--- config.mk ---
export PLATFORM = sky130hd
export DESIGN_NAME = sram32k_arbiter_flat
export DESIGN_NICKNAME = d
export VERILOG_FILES = /design/src/rtl/sram32k_arbiter_if.sv /design/src/rtl/sram32k_arbiter.sv /design/src/flat_wrapper.sv
export SDC_FILE = /design/constraint.sdc
export NUM_CORES = 1
export LEC_CHECK = 0
export BUFFER_PORTS_ARGS = -buffer_cell sky130_fd_sc_hd__buf_2
export CAP_MARGIN = 20
export CORE_ASPECT_RATIO = 1.1
export CORE_MARGIN = 1.5
export CORE_UTILIZATION = 32
export CTS_BUF_LIST = sky130_fd_sc_hd__clkbuf_8
export CTS_CLUSTER_DIAMETER = 40
export DETAILED_ROUTE_END_ITERATION = 12
export GPL_TIMING_DRIVEN = 0
export PLACE_DENSITY = 0.6
export SYNTH_ARGS = -nofsm -noshare
export SYNTH_HDL_FRONTEND = slang
export SYNTH_SLANG_ARGS = --single-unit
--- constraint.sdc ---
create_clock -name clk -period 1.5 [get_ports clk]
set_input_delay 0.075 -clock clk [delete_from_list [all_inputs] [get_ports clk]]
set_output_delay 0.075 -clock clk [all_outputs]
set_load 0.01 [all_outputs]
--- src/rtl/sram32k_arbiter_if.sv ---
// Bus bundle between the two requesters, the arbiter and the 32K x 8 macro.
// The arbiter uses the slave view; requesters and the macro model use master.
interface sram32k_arbiter_if #(
    parameter int ADDR_W = 15,
    parameter int DATA_W = 8
);
    logic              req0;
    logic              we0;
    logic [ADDR_W-1:0] addr0;
    logic [DATA_W-1:0] wdata0;
    logic              ack0;
    logic [DATA_W-1:0] rdata0;

    logic              req1;
    logic              we1;
    logic [ADDR_W-1:0] addr1;
    logic [DATA_W-1:0] wdata1;
    logic              ack1;
    logic [DATA_W-1:0] rdata1;

    logic              ram_ce;
    logic              ram_oce;
    logic              ram_wre;
    logic [ADDR_W-1:0] ram_ad;
    logic [DATA_W-1:0] ram_din;
    logic [DATA_W-1:0] ram_dout;

    logic              busy;
    logic              grant;

    modport slave (
        input  req0, we0, addr0, wdata0,
        input  req1, we1, addr1, wdata1,
        input  ram_dout,
        output ack0, rdata0, ack1, rdata1,
        output ram_ce, ram_oce, ram_wre, ram_ad, ram_din,
        output busy, grant
    );

    modport master (
        output req0, we0, addr0, wdata0,
        output req1, we1, addr1, wdata1,
        output ram_dout,
        input  ack0, rdata0, ack1, rdata1,
        input  ram_ce, ram_oce, ram_wre, ram_ad, ram_din,
        input  busy, grant
    );
endinterface

--- src/rtl/sram32k_arbiter.sv ---
// Round-robin two-port arbiter and sequencer for the 32K x 8 block-RAM macro.
// One transaction at a time: IDLE -> ISSUE -> (WAIT x READ_LAT) -> ACK.
module sram32k_arbiter #(
    parameter int ADDR_W   = 15,
    parameter int DATA_W   = 8,
    parameter int READ_LAT = 1
) (
    input  logic clk,
    input  logic reset_n,
    sram32k_arbiter_if.slave bus
);
    localparam int CNT_W = 2;

    typedef enum logic [1:0] {IDLE, ISSUE, WAIT, ACK} state_t;

    state_t             state;
    state_t             state_nx;
    logic               ptr;
    logic               lat_we;
    logic [CNT_W-1:0]   cnt;
    logic               go;
    logic               sel;

    if (READ_LAT < 1 || READ_LAT > 3) begin : g_bad_lat
        $error("READ_LAT must be 1..3");
    end

    assign bus.ram_oce = 1'b1;

    // Next state and grant choice; requests are only looked at in IDLE.
    always_comb begin
        state_nx = state;
        go       = 1'b0;
        sel      = (bus.req0 && bus.req1) ? ptr : bus.req1;
        unique case (state)
            IDLE: begin
                if (bus.req0 || bus.req1) begin
                    go       = 1'b1;
                    state_nx = ISSUE;
                end
            end
            ISSUE: state_nx = lat_we ? ACK : WAIT;
            WAIT: begin
                if (cnt == CNT_W'(1)) state_nx = ACK;
            end
            ACK: state_nx = IDLE;
            default: state_nx = IDLE;
        endcase
    end

    // State register.
    always_ff @(posedge clk or negedge reset_n) begin
        if (!reset_n) state <= IDLE;
        else          state <= state_nx;
    end

    // Registered macro drive, read capture, acks and the priority pointer.
    // ram_ad/ram_din double as the latched address and write data: they are
    // loaded on the grant and simply hold until the next grant.
    always_ff @(posedge clk or negedge reset_n) begin
        if (!reset_n) begin
            bus.ack0    <= 1'b0;
            bus.ack1    <= 1'b0;
            bus.rdata0  <= '0;
            bus.rdata1  <= '0;
            bus.ram_ce  <= 1'b0;
            bus.ram_wre <= 1'b0;
            bus.ram_ad  <= '0;
            bus.ram_din <= '0;
            bus.busy    <= 1'b0;
            bus.grant   <= 1'b0;
            ptr         <= 1'b0;
            lat_we      <= 1'b0;
            cnt         <= '0;
        end else begin
            bus.ram_ce  <= 1'b0;
            bus.ram_wre <= 1'b0;
            bus.ack0    <= 1'b0;
            bus.ack1    <= 1'b0;
            bus.busy    <= (state_nx != IDLE);
            if (go) begin
                bus.grant   <= sel;
                lat_we      <= sel ? bus.we1 : bus.we0;
                bus.ram_ce  <= 1'b1;
                bus.ram_wre <= sel ? bus.we1 : bus.we0;
                bus.ram_ad  <= sel ? bus.addr1 : bus.addr0;
                bus.ram_din <= sel ? bus.wdata1 : bus.wdata0;
            end
            if (state == ISSUE && !lat_we) cnt <= CNT_W'(READ_LAT);
            if (state == WAIT) begin
                cnt <= cnt - 1'b1;
                if (cnt == CNT_W'(1)) begin
                    if (bus.grant) bus.rdata1 <= bus.ram_dout;
                    else           bus.rdata0 <= bus.ram_dout;
                end
            end
            if (state != ACK && state_nx == ACK) begin
                bus.ack0 <= ~bus.grant;
                bus.ack1 <= bus.grant;
            end
            if (state == ACK) ptr <= ~bus.grant;
        end
    end
endmodule

--- src/flat_wrapper.sv ---
// flat-port wrapper written by rule: the top's interface ports become plain ports
module sram32k_arbiter_flat 
#(
    parameter int ADDR_W   = 15,
    parameter int DATA_W   = 8,
    parameter int READ_LAT = 1
)
  (clk, reset_n, bus_req0, bus_we0, bus_addr0, bus_wdata0, bus_req1, bus_we1, bus_addr1, bus_wdata1, bus_ram_dout, bus_ack0, bus_rdata0, bus_ack1, bus_rdata1, bus_ram_ce, bus_ram_oce, bus_ram_wre, bus_ram_ad, bus_ram_din, bus_busy, bus_grant);
  sram32k_arbiter_if #(.ADDR_W(ADDR_W), .DATA_W(DATA_W)) bus_i ();
  input  logic clk;
  input  logic reset_n;
  input wire logic [$bits(bus_i.req0)-1:0] bus_req0;
  input wire logic [$bits(bus_i.we0)-1:0] bus_we0;
  input wire logic [$bits(bus_i.addr0)-1:0] bus_addr0;
  input wire logic [$bits(bus_i.wdata0)-1:0] bus_wdata0;
  input wire logic [$bits(bus_i.req1)-1:0] bus_req1;
  input wire logic [$bits(bus_i.we1)-1:0] bus_we1;
  input wire logic [$bits(bus_i.addr1)-1:0] bus_addr1;
  input wire logic [$bits(bus_i.wdata1)-1:0] bus_wdata1;
  input wire logic [$bits(bus_i.ram_dout)-1:0] bus_ram_dout;
  output wire logic [$bits(bus_i.ack0)-1:0] bus_ack0;
  output wire logic [$bits(bus_i.rdata0)-1:0] bus_rdata0;
  output wire logic [$bits(bus_i.ack1)-1:0] bus_ack1;
  output wire logic [$bits(bus_i.rdata1)-1:0] bus_rdata1;
  output wire logic [$bits(bus_i.ram_ce)-1:0] bus_ram_ce;
  output wire logic [$bits(bus_i.ram_oce)-1:0] bus_ram_oce;
  output wire logic [$bits(bus_i.ram_wre)-1:0] bus_ram_wre;
  output wire logic [$bits(bus_i.ram_ad)-1:0] bus_ram_ad;
  output wire logic [$bits(bus_i.ram_din)-1:0] bus_ram_din;
  output wire logic [$bits(bus_i.busy)-1:0] bus_busy;
  output wire logic [$bits(bus_i.grant)-1:0] bus_grant;
  assign bus_i.req0 = bus_req0;
  assign bus_i.we0 = bus_we0;
  assign bus_i.addr0 = bus_addr0;
  assign bus_i.wdata0 = bus_wdata0;
  assign bus_i.req1 = bus_req1;
  assign bus_i.we1 = bus_we1;
  assign bus_i.addr1 = bus_addr1;
  assign bus_i.wdata1 = bus_wdata1;
  assign bus_i.ram_dout = bus_ram_dout;
  assign bus_ack0 = bus_i.ack0;
  assign bus_rdata0 = bus_i.rdata0;
  assign bus_ack1 = bus_i.ack1;
  assign bus_rdata1 = bus_i.rdata1;
  assign bus_ram_ce = bus_i.ram_ce;
  assign bus_ram_oce = bus_i.ram_oce;
  assign bus_ram_wre = bus_i.ram_wre;
  assign bus_ram_ad = bus_i.ram_ad;
  assign bus_ram_din = bus_i.ram_din;
  assign bus_busy = bus_i.busy;
  assign bus_grant = bus_i.grant;
  sram32k_arbiter #(.ADDR_W(ADDR_W), .DATA_W(DATA_W), .READ_LAT(READ_LAT)) u_core (.clk(clk), .reset_n(reset_n), .bus(bus_i));
endmodule
# Yosys cells after proc, flatten, opt, wreduce, memory -nomap -nowiden
# Cells that the tools add are included.
[word_totals] ram_bits=0 reg_bits=51 output_inout_bits=46 input_bits=60 latchBits=0 mem_bits_ro=0 word_cells=48 mem_count=0
[op_classes] magnitude_cmp=0 bitwise=1 n_mux=16 addsub=1 multipliers=0 n_eq_ne=6 div=0 reduce_logical=10 shift=0
[ops] operator="15-bit 2-to-1 mux" n=1
[ops] operator="1-bit 2-to-1 mux" n=9
[ops] operator="2-bit 2-to-1 mux" n=4
[ops] operator="8-bit 2-to-1 mux" n=1
[ops] operator="2-bit case mux with 4 select lines" n=1
[ops] operator="2-bit == test, second input constant" n=3
[ops] operator="3-bit AND reduction" n=2
[ops] operator="2-bit by 1-bit == test with 1-bit output, second input constant" n=2
[ops] operator="2-bit nonzero test" n=2
[ops] operator="1-bit logical AND" n=3
[ops] operator="2-bit zero test" n=1
[ops] operator="2-bit != test, second input constant" n=1
[ops] operator="2-bit by 1-bit subtractor with 2-bit output, second input constant" n=1
[ops] operator="1-bit zero test" n=1
[ops] operator="1-bit logical OR" n=1
[ops] operator="1-bit NOT" n=1

# Depth between registers and ports, before layout
# Gate-level depths: netlist of run 1.
[depth] depth_word=6 mapped_depth=7

# Worst setup path before layout of run 1
# Ideal clock, no wire load.
[synth_timing] path_type="reg2reg" from="register u_core.state[0]" to="register u_core.bus.rdata0[0]" stages_incl_launch_ff=6 synth_period_minus_slack_ps=1416 n_path_buf=1 arrival_time_ps=1291 setup_slack_ps=84 cell_sequence="dfrtp_1 > inv_1 > ha_1 > buf_4 > nand3b_2 > mux2_2"
[synth_between] elab_chain_cells=2
[synth_rtl] element="start, declared" line="sram32k_arbiter.sv:16" source="state_t state;"
[synth_rtl] element="start signal, assigned" line="sram32k_arbiter.sv:54" source="else state <= state_nx;"
[synth_rtl] element="2-bit == test" line="sram32k_arbiter.sv:90" source="if (state == WAIT) begin"
[synth_rtl] element="3-bit AND reduction (no source line)"
[synth_rtl] element="end signal, assigned" line="sram32k_arbiter.sv:94" source="else bus.rdata0 <= bus.ram_dout;"
[synth_rtl] element="end, declared" line="sram32k_arbiter_if.sv:35" source="output ack0, rdata0, ack1, rdata1,"
# No other way between the ends.
# A chain may end at the register's enable or synchronous reset.

# Worst setup path in the final report of run 1
[layout_timing] from="register u_core.state[0]" to="register u_core.bus.ack0"
[layout_between] elab_chain_cells=5
[layout_rtl] element="2-bit == test (tied with other cells)" line="sram32k_arbiter.sv:35" source="unique case (state)"
[layout_rtl] element="2-bit case mux with 4 select lines *" line="sram32k_arbiter.sv:35"
[layout_rtl] element="named net u_core.state_nx[0]" line="sram32k_arbiter.sv:17" source="state_t state_nx;"
[layout_rtl] element="2-bit == test *" line="sram32k_arbiter.sv:97" source="if (state != ACK && state_nx == ACK) begin"
[layout_rtl] element="1-bit logical AND *" line="sram32k_arbiter.sv:97"
[layout_rtl] element="1-bit 2-to-1 mux *" line="sram32k_arbiter.sv:97"
[layout_rtl] element="end signal, assigned" line="sram32k_arbiter.sv:98" source="bus.ack0 <= ~bus.grant;"
[layout_rtl] element="end, declared" line="sram32k_arbiter_if.sv:35"
# Mark *: on every way through the listed nets, which the timed path passes. The rest lies on a longest branch.

==> results.json, run 1 <==
{
  "status": "complete, no violations",
  "pwr-share-clk_pct": 13.3,
  "crit_path_max_fanout": 7,
  "clkTransAtPathRegs_ns": 0.10,
  "nNetsFinal": 401,
  "vdd_drop_max_v": 0.000868,
  "row_count": 32,
  "yosysTopAreaCell": "dfrtp_1",
  "synth-edff-count": 0,
  "cts_tree": "done",
  "wl_um": 6110,
  "synth_ff_type": "dfrtp_1",
  "areaGrowthSynthToFinish_pct": 37.5,
  "path_cells": "inv_2 > ha_1 > buf_6 > o21ai_1 > a32oi_2 > and4bb_2",
  "critPathTopFamily": "flip-flops",
  "wl_per_cell_um": 14.5,
  "pwr-share-comb_pct": 48.6,
  "clock_skew_ns": 0.0108,
  "synth-seq-cells": 51,
  "p_leak_uw": 0.00154,
  "rsz0062_at_grt": "yes",
  "drt-pass1-iter-count": 4,
  "seq_area_um2": 1280,
  "cts_root_buf": "clkbuf_8",
  "yosysUniqueCellTypes": 33,
  "start_kind": "register",
  "p_seq_share_pct": 38.1,
  "synthTopCellsByCount": "51 x dfrtp_1, 26 x a21oi_1, 25 x nor2_1, 23 x a31oi_1, 23 x o21ai_0",
  "multi_input_area_um2": 930,
  "layout-drive-gt1-share_pct": 47.3,
  "postLayoutCellArea_um2": 3230,
  "max_cap_violations": 0,
  "required_ns": 1.75,
  "place_area_um2": 2990,
  "slew_viol_final": 0,
  "grt_max_degree": 37,
  "final_core_util_pct": 45.8,
  "crit_buf_inv": 2,
  "numClockSinks": 51,
  "dieArea_um2": 7860,
  "synth_top_cell_area_share_pct": 54.3,
  "ant_nets": 0,
  "dp_hpwl_um": 4480,
  "ys_seq_area_share_pct": 54.3,
  "core_area_um2": 7050,
  "grt_overflow": 0,
  "gp_congestion": 0.746,
  "met1_length_um": 2700,
  "grt.total_usage_pct": 16.0,
  "nFillCells": 737,
  "power.share.switching_pct": 38.0,
  "fmax_mhz": 684,
  "antenna_found_initial": 0,
  "io_buffers": 103,
  "drt_iter0_drc": 71,
  "slowest_delay_ns": 0.41,
  "num_vias": 2049,
  "arrival_ns": 1.71,
  "synthArstFlopShare_pct": 100,
  "die_h_um": 92.9,
  "p_switching_uw": 2410,
  "drc": 0,
  "netlist_area_um2": 2350,
  "antenna_cells": 0,
  "wl_met2_um": 2870,
  "period_minus_slack_ns": 1.46,
  "start_util_pct": 33.3,
  "grt_pass1_wl_um": 9940,
  "syn-num-nets": 278,
  "synth_area_leaders": "dfrtp_1 54%, mux2_2 7.7%, a31oi_1 6.1%",
  "critPathKind": "register to register",
  "ios": 106,
  "cts_buffers": 5,
  "die-width_um": 84.7,
  "finalCritPeriodShare_pct": 97.5,
  "hold_violations": 0,
  "yosys_warnings": 0,
  "clk_path_buf_depth": 2,
  "cp-end-kind": "register",
  "highest_layer": "met4",
  "yosysMostFrequentCell": "dfrtp_1",
  "syn_inst": 212,
  "via_per_inst": 4.87,
  "clkLatencyLatePin_ns": 0.30,
  "hold_path.class": "primary input to register",
  "wl_met3_um": 499,
  "slowest_stage": "dfrtp_1",
  "grt_pass1_vias": 1974,
  "cts.htree.levels": 2,
  "powerDensity_nw_per_um2": 1970,
  "p_int_uw": 3930,
  "finalSetupViolCount": 0,
  "avgSynthCellArea_um2": 11.1
}
power groups by stage:
stage | sequential [uW] | combinational, uW | clock (uW)
2_1_floorplan | 2700 | 1540 | 0
3_3_place_gp | 2420 | 2840 | 0
3_5_place_dp | 2430 | 2910 | 0
4_1_cts | 2420 | 2990 | 885
5_1_grt | 2510 | 3420 | 948
6_report | 2420 | 3090 | 844
tightest hold or removal path, cell delays in order:
cell and delay, ns:
buf_2 0.09, o21ai_0 0.06, a21oi_1 0.06
layer usage:
layer / up-vias / global-route usage (%)
met5: - / 0
li1: 1000 / -
met1: 950 / 21.4
met4: 0 / 4.03
met2: 95 / 25.3
met3: 4 / 4.90
flip-flops by register name, summed over array words and instances, names as in the netlist, 2 cells and up:
register	count
u_core.cnt	2
u_core.bus.rdata1	8
u_core.bus.ram_din	8
u_core.bus.rdata0	8
u_core.state	2
u_core.bus.ram_ad	15
what timing repair did:
action | in CTS | in global routing
pin swaps | 1 | 3
setup endpoints to repair | 23 | 26
gates resized for setup | 2 | 7
setup buffers | 2 | 4
hold endpoints to repair | 20 | 1
hold buffers | 5 | 1
worst paths after layout:
check	start	endpoint	slack [ns]	cells after the start
max	u_core.state[0]$_DFF_PN0_	u_core.bus.ack0$_DFF_PN0_	0.04	6
min	bus_addr0[7]	u_core.bus.ram_ad[7]$_DFFE_PN0P_	0.01	3
max reg2reg	u_core.state[0]$_DFF_PN0_	u_core.bus.ack0$_DFF_PN0_	0.04	6
min reg2reg	u_core.cnt[0]$_DFFE_PN0P_	u_core.cnt[0]$_DFFE_PN0P_	0.50	1
max in group asynchronous	reset_n	u_core.bus.rdata0[6]$_DFFE_PN0P_	0.77	3
min in group asynchronous	reset_n	u_core.bus.ram_ad[10]$_DFFE_PN0P_	0.21	2
through the flow:
stage | power, uW | TNS [ns] | hold WS, ns | setup slack [ns] | instances
3_5_place_dp | 5340 | -0.899 | 0.0263 | -0.0794 | 401
6_report | 6350 | 0 | 0.0110 | 0.0376 | 421
5_1_grt | 6880 | -0.0682 | 0.00180 | -0.0483 | 421
2_1_floorplan | 4240 | 0 | -0.221 | 0.0840 | 212
3_3_place_gp | 5260 | -0.531 | 0.325 | -0.0626 | 400
4_1_cts | 6300 | 0 | 0.000230 | 0.0150 | 416
logic make-up after synthesis:
logic type | share of synthesized area, %
mux | 8.10
other cells | 0.160
fa+ha+maj | 3.20
compound gates | 19.3
simple gates | 7.57
buf+inv | 7.30
flops | 54.3
cell type report:
cell class / count / area share (%)
Clock buffer: 6 / 2.56
Buffer: 16 / 4.65
Inverter: 6 / 0.852
Timing Repair Buffer: 116 / 19.8
Multi-Input combinational cell: 139 / 28.8
Clock inverter: 2 / 0.504
Sequential cell: 51 / 39.5
Tap cell: 85 / 3.29
layout by cell type, fill, tap and decap left out, types with 7 or more instances in the layout:
cell type and n:
buf_2 106, a21oi_1 26, a31oi_1 23, mux2_2 16, nor2_1 24, clkbuf_8 9
dfrtp_1 51, buf_4 7, buf_6 7, o21ai_0 22
No activity file was read; power rests on OpenSTA's default activity.
==> run 2: changes to the inputs <==
--- a/config.mk
+++ b/config.mk
@@ -9,12 +9,12 @@
 export CAP_MARGIN = 20
 export CORE_ASPECT_RATIO = 1.1
 export CORE_MARGIN = 1.5
-export CORE_UTILIZATION = 32
+export CORE_UTILIZATION = 40
 export CTS_BUF_LIST = sky130_fd_sc_hd__clkbuf_8
 export CTS_CLUSTER_DIAMETER = 40
 export DETAILED_ROUTE_END_ITERATION = 12
 export GPL_TIMING_DRIVEN = 0
-export PLACE_DENSITY = 0.6
+export PLACE_DENSITY = 0.72
 export SYNTH_ARGS = -nofsm -noshare
 export SYNTH_HDL_FRONTEND = slang
 export SYNTH_SLANG_ARGS = --single-unit
==> constraint.sdc (replaced) <==
create_clock -name clk -period 1.2 [get_ports clk]
set_input_delay 0.06 -clock clk [delete_from_list [all_inputs] [get_ports clk]]
set_output_delay 0.06 -clock clk [all_outputs]
set_load 0.01 [all_outputs]
==> run 2 against run 1 <==
  * Setup slack worse by 0.22 ns
  * Routed wire length up 11%
  * Combinational power up 61%
  * Largest cell class unchanged
  * Register-to-register slack worse by 0.22 ns
  * Global-route usage up 5.8 points
  * Sequential power up 31%
  * Non-clock buffer count up 13
  * Cell count up 1.2%
  * The flow now finishes with violations (negative setup slack)
  * Final area up 13%
  * Die area down 19%
==> results.json, run 2 (synthesis results as in run 1) <==
{
  "ios": 106,
  "worstReg2RegStart": "u_core.state[1]$_DFF_PN0_",
  "cts_root_buf": "clkbuf_8",
  "hold_path.class": "primary input to register",
  "p_seq_share_pct": 33.9,
  "pwr-share-clk_pct": 13.3,
  "die_h_um": 83.4,
  "num_vias": 2183,
  "slew_viol_final": 0,
  "holdPathStages": 3,
  "critPathTopFamily": "flip-flops",
  "p_leak_uw": 0.00170,
  "start_util_pct": 41.0,
  "gp_congestion": 0.773,
  "dp_hpwl_um": 4200,
  "arrival_ns": 1.57,
  "max_cap_violations": 0,
  "drt-pass1-iter-count": 4,
  "grt.total_usage_pct": 21.8,
  "grt_overflow": 0,
  "r2r_cells": 4,
  "fmax_mhz": 726,
  "holdWs_ns": 0.00249,
  "die-width_um": 76.1,
  "layout_common_cells": "104 x buf_2, 51 x dfrtp_1, 20 x o21ai_0, 20 x a21oi_1, 17 x a31oi_1",
  "path_cells": "buf_6 > ha_4 > nand3b_4 > mux2_4",
  "rsz0062_at_grt": "yes",
  "violations": "negative setup slack",
  "cts_buffers": 5,
  "finalCritPeriodShare_pct": 115,
  "dieArea_um2": 6340,
  "period_minus_slack_ns": 1.38,
  "power.share.switching_pct": 37.9,
  "vdd_drop_max_v": 0.00133,
  "clkLatencyLatePin_ns": 0.30,
  "grt_pass1_wl_um": 11100,
  "nNetsFinal": 414,
  "p_switching_uw": 3560,
  "largest_reg_flops": 15,
  "powerDensity_nw_per_um2": 2560,
  "r2r-end": "u_core.bus.rdata0[5]$_DFFE_PN0P_",
  "ant_nets": 0,
  "final_common_cell": "buf_2",
  "setup_ws_ns": -0.178,
  "slowest_stage": "dfrtp_1",
  "cp-end-kind": "register",
  "via_per_inst": 5.12,
  "hold_start": "bus_wdata0[6]",
  "drt_iter0_drc": 118,
  "pwr-share-comb_pct": 52.8,
  "finalPower_uw": 9390,
  "p_int_uw": 5830,
  "wl_per_cell_um": 15.9,
  "start_kind": "register",
  "slowest_delay_ns": 0.42,
  "finalSetupViolCount": 46,
  "clk_path_buf_depth": 2,
  "core_area_um2": 5730,
  "clkTransAtPathRegs_ns": 0.10,
  "reg2reg_slack_ns": -0.18,
  "critPathKind": "register to register",
  "crit_buf_inv": 1,
  "cts_tree": "done",
  "antenna_cells": 0,
  "largest_register": "u_core.bus.ram_ad",
  "clock_skew_ns": 0.00799,
  "grt_pass1_vias": 2237,
  "cts.htree.levels": 2,
  "numClockSinks": 51,
  "required_ns": 1.39,
  "antenna_found_initial": 0,
  "areaGrowthSynthToFinish_pct": 56.0,
  "hold_path_end": "u_core.bus.ram_din[6]$_DFFE_PN0P_",
  "crit_path_max_fanout": 8,
  "grt_max_degree": 38,
  "status": "finished, violations left",
  "io_buffers": 103,
  "hold_violations": 0,
  "row_count": 29,
  "drc": 0,
  "wl_um": 6770,
  "layout-drive-gt1-share_pct": 58.7
}
run 2: cell types whose count changed in the layout (fill, tap and decap cells not counted), moves of 6 or more:
cell | previous run | this run
a21oi_1 | 26 | 20
a21oi_2 | 0 | 6
a31oi_1 | 23 | 17
mux2_2 | 16 | 4
mux2_4 | 0 | 12
nor2_1 | 24 | 5
nor2_2 | 1 | 13
nor2_4 | 0 | 7
run 2: cell type report:
cell class	count	area, um^2
flip-flops and latches	51	1280
clock inverters	2	35.0
multi-input cells	139	1200
inverters	6	25.0
plain buffers	15	159
repair buffers	130	787
fillers	483	2070
well taps	77	96.3
clock buffers	6	82.6
run 2: routing by layer:
metal  wire length [um]  global-route usage, %
met5                  0                      0
met4                 48                   6.40
met3                395                   4.18
met2               3330                   37.2
met1               2990                   28.2
run 2: power groups by stage:
stage	Combinational [uW]	Clock [uW]	Sequential, uW
3_3_place_gp	3630	0	3050
5_1_grt	5360	1360	3280
2_1_floorplan	2040	0	3400
6_report	4960	1250	3180
4_1_cts	4690	1270	3090
3_5_place_dp	3700	0	3070
run 2: worst register-to-register path, delay by kind of cell (launching register included):
family / cells / cell delay, ns
buffers and inverters: 1 / 0.13
muxes: 1 / 0.35
and+or+nand+nor: 1 / 0.19
adders and majority gates: 1 / 0.18
DFF: 1 / 0.42
run 2: timing repair:
| action | CTS | global route |
|---|---|---|
| hold buffers | 9 | 2 |
| hold endpoints to repair | 24 | 2 |
| gates resized for setup | 57 | 19 |
| cloned | 3 | 0 |
| setup endpoints to repair | 47 | 49 |
| setup buffers | 10 | 2 |
| pin swaps | 15 | 3 |
run 2: stage by stage:
step / utilization (%) / area (um^2) / setup slack (ns) / setup TNS (ns) / instances
2_1_floorplan: - / 2390 / -0.0953 / -3.32 / 212
3_3_place_gp: 52.4 / 3000 / -0.248 / -8.38 / 392
3_5_place_dp: 52.7 / 3020 / -0.278 / -9.21 / 393
4_1_cts: 62.0 / 3560 / -0.176 / -5.02 / 422
5_1_grt: 63.9 / 3660 / -0.237 / -9.06 / 426
6_report: 63.9 / 3660 / -0.178 / -6.11 / 426
run 2: worst max-delay path by stage:
stage,startpoint,endpoint,slack (ns),cells past startpoint
2_1_floorplan,u_core.state[1]$_DFF_PN0_,u_core.bus.ram_ad[11]$_DFFE_PN0P_,-0.1,7
3_3_place_gp,u_core.state[0]$_DFF_PN0_,u_core.bus.ram_ad[3]$_DFFE_PN0P_,-0.25,7
3_5_place_dp,u_core.state[0]$_DFF_PN0_,u_core.bus.ram_ad[6]$_DFFE_PN0P_,-0.28,7
4_1_cts,u_core.state[0]$_DFF_PN0_,u_core.bus.rdata0[5]$_DFFE_PN0P_,-0.18,4
5_1_grt,u_core.state[0]$_DFF_PN0_,u_core.bus.rdata0[5]$_DFFE_PN0P_,-0.24,4
6_report,u_core.state[1]$_DFF_PN0_,u_core.bus.rdata0[5]$_DFFE_PN0P_,-0.18,4
==> run 3: changes to the inputs <==
--- a/config.mk
+++ b/config.mk
@@ -5,16 +5,16 @@
 export SDC_FILE = /design/constraint.sdc
 export NUM_CORES = 1
 export LEC_CHECK = 0
-export BUFFER_PORTS_ARGS = -buffer_cell sky130_fd_sc_hd__buf_2
 export CAP_MARGIN = 20
 export CORE_ASPECT_RATIO = 1.1
 export CORE_MARGIN = 1.5
-export CORE_UTILIZATION = 40
+export CORE_UTILIZATION = 50
 export CTS_BUF_LIST = sky130_fd_sc_hd__clkbuf_8
 export CTS_CLUSTER_DIAMETER = 40
 export DETAILED_ROUTE_END_ITERATION = 12
+export DONT_BUFFER_PORTS = 1
 export GPL_TIMING_DRIVEN = 0
-export PLACE_DENSITY = 0.72
+export PLACE_DENSITY = 0.68
 export SYNTH_ARGS = -nofsm -noshare
 export SYNTH_HDL_FRONTEND = slang
 export SYNTH_SLANG_ARGS = --single-unit
==> run 3 against run 2 <==
  * The flow finishes with violations (negative hold slack, negative setup slack)
  * First-iteration DRC count rose by 33%
  * Combinational power fell by 27%
  * Clock skew fell by 0.0031 ns
  * Clock power fell by 23%
  * Routed wire length rose by 3.7%
  * Setup slack got worse by 0.0014 ns
  * Final area fell by 7.6%
  * Sequential power rose by 15%
  * Global-route usage rose by 4.9 points
  * Critical path depth rose by 2
  * Critical path type unchanged
  * Cell count fell by 22%
  * Highest routed layer unchanged
  * Via count fell by 6.0%
==> results.json, run 3 (synthesis results as in run 1) <==
{
  "slew_viol_final": 0,
  "holdWs_ns": -0.560,
  "core_area_um2": 4410,
  "grt_max_degree": 52,
  "final_core_util_pct": 76.7,
  "finalCritPeriodShare_pct": 115,
  "grt_overflow": 0,
  "status": "finished, violations left",
  "layout-drive-gt1-share_pct": 33.8,
  "final_common_cell": "dlygate4sd3_1",
  "clkTransAtPathRegs_ns": 0.09,
  "pre_cts_ws_ns": -0.269,
  "period_minus_slack_ns": 1.38,
  "ant_nets": 0,
  "areaGrowthSynthToFinish_pct": 44.1,
  "wl_um": 7020,
  "drt-pass1-iter-count": 4,
  "nFillCells": 257,
  "cp-end-kind": "register",
  "pwr-share-clk_pct": 11.7,
  "clk_path_buf_depth": 2,
  "rsz0062_at_grt": "yes",
  "p_seq_share_pct": 44.5,
  "max_cap_violations": 0,
  "crit_path_max_fanout": 10,
  "start_kind": "register",
  "required_ns": 1.38,
  "powerDensity_nw_per_um2": 2430,
  "arrival_ns": 1.56,
  "critPathKind": "register to register",
  "setup_ws_ns": -0.180,
  "grt_pass1_vias": 2131,
  "p_leak_uw": 0.00136,
  "drc": 0,
  "cts_tree": "done",
  "die_h_um": 74.9,
  "wl_per_cell_um": 21.1,
  "die-width_um": 68.3,
  "p_switching_uw": 3350,
  "p_int_uw": 4870,
  "largest_reg_flops": 15,
  "clock_skew_ns": 0.00492,
  "drt_iter0_drc": 157,
  "cts_root_buf": "clkbuf_8",
  "fmax_mhz": 725,
  "antenna_found_initial": 0,
  "vdd_drop_max_v": 0.00134,
  "clkLatencyLatePin_ns": 0.30,
  "dieArea_um2": 5120,
  "via_per_inst": 6.16,
  "largest_register": "u_core.bus.ram_ad",
  "grt_pass1_wl_um": 9940,
  "violations": "negative hold slack, negative setup slack",
  "hold_path.class": "primary input to async pin",
  "dp_hpwl_um": 3900,
  "gp_congestion": 0.724,
  "cts.htree.levels": 2,
  "start_util_pct": 53.2,
  "finalSetupViolCount": 45,
  "pwr-share-comb_pct": 43.8,
  "nNetsFinal": 344,
  "io_buffers": 0,
  "crit_path_start": "u_core.state[1]$_DFF_PN0_",
  "power.share.switching_pct": 40.8,
  "hold_violations": 51,
  "worstReg2RegStart": "u_core.state[1]$_DFF_PN0_",
  "layout_common_cells": "51 x dlygate4sd3_1, 49 x dfrtp_1, 22 x o21ai_0, 19 x a21oi_1",
  "ios": 106,
  "r2r_cells": 6,
  "num_vias": 2051,
  "cts_buffers": 5,
  "row_count": 25,
  "numClockSinks": 51,
  "grt.total_usage_pct": 26.7
}
==> run 3: cell count changes in the layout (fill, tap and decap cells not counted), moves of 6 or more <==
cell,delta
dlygate4sd3_1,+40
nor2_1,+7
buf_6,-6
buf_2,-103
mux2_2,+9
mux2_4,-9
==> run 3: area by class of cell <==
cell class                 instances  area, um^2  share of cell area (%)
sequential                        51        1280                    37.8
multi-input combinational        139        1170                    34.5
timing repair buffer              60         594                    17.6
buffer                            15         163                    4.81
clock buffer                       5        68.8                    2.03
tap                               54        67.6                    2.00
inverter                           6        27.5                   0.813
clock inverter                     2        13.8                   0.407
antenna                            1        2.50                  0.0739
==> run 3: worst paths after layout <==
path	endpoint	slack, ns
setup / recovery	u_core.bus.ram_ad[6]$_DFFE_PN0P_	-0.18
hold / removal	u_core.bus.ack0$_DFF_PN0_	-0.56
setup reg to reg	u_core.bus.ram_ad[6]$_DFFE_PN0P_	-0.18
hold reg to reg	u_core.cnt[0]$_DFFE_PN0P_	0.54
max in group asynchronous	u_core.bus.grant$_DFFE_PN0P_	1.67
min in group clk	u_core.bus.ram_ad[5]$_DFFE_PN0P_	0.01
==> run 3: power by group through the flow <==
stage | sequential (uW) | combinational [uW] | clock, uW
finish | 3660 | 3600 | 962
global placement | 3570 | 2290 | 0
detailed placement | 3600 | 2450 | 0
global route | 3790 | 3860 | 1050
floorplan | 3400 | 2040 | 0
CTS | 3610 | 3120 | 978
==> run 3: stage by stage <==
stage               cell area [um^2]  cells  TNS (ns)  hold WS, ns  total power (uW)
floorplan                       2390    212     -3.32       -0.236              5440
global placement                2460    266     -7.32       -0.235              5850
detailed placement              2460    266     -8.94       -0.235              6040
CTS                             3230    330     -5.48       -0.566              7700
global route                    3380    332     -7.65       -0.580              8700
finish                          3380    333     -4.92       -0.560              8220
==> run 3: layer usage <==
layer,vias to the layer above,part of all wire [%],wire length (um),GRT usage [%]
li1,891,-,-,-
met1,999,34,2400,27.0
met2,126,55,3850,50.3
met3,35,6.8,475,7.17
met4,0,4.3,302,12.4
met5,-,0,0,0
==> run 3: timing repair <==
item | CTS | global route
setup buffers | 7 | 1
pin swaps | 4 | 5
hold buffers | 50 | 1
resized for setup | 24 | 35
cloned | 1 | 0
endpoints found under the setup margin | 47 | 50
hold endpoints to repair | 92 | 52
==> run 3: worst max-delay path, cell delays in order (launching register included) <==
cell	delay [ns]
dfrtp_2	0.46
inv_4	0.09
ha_4	0.15
o21ai_4	0.10
buf_6	0.17
a31oi_1	0.19
a21oi_1	0.11
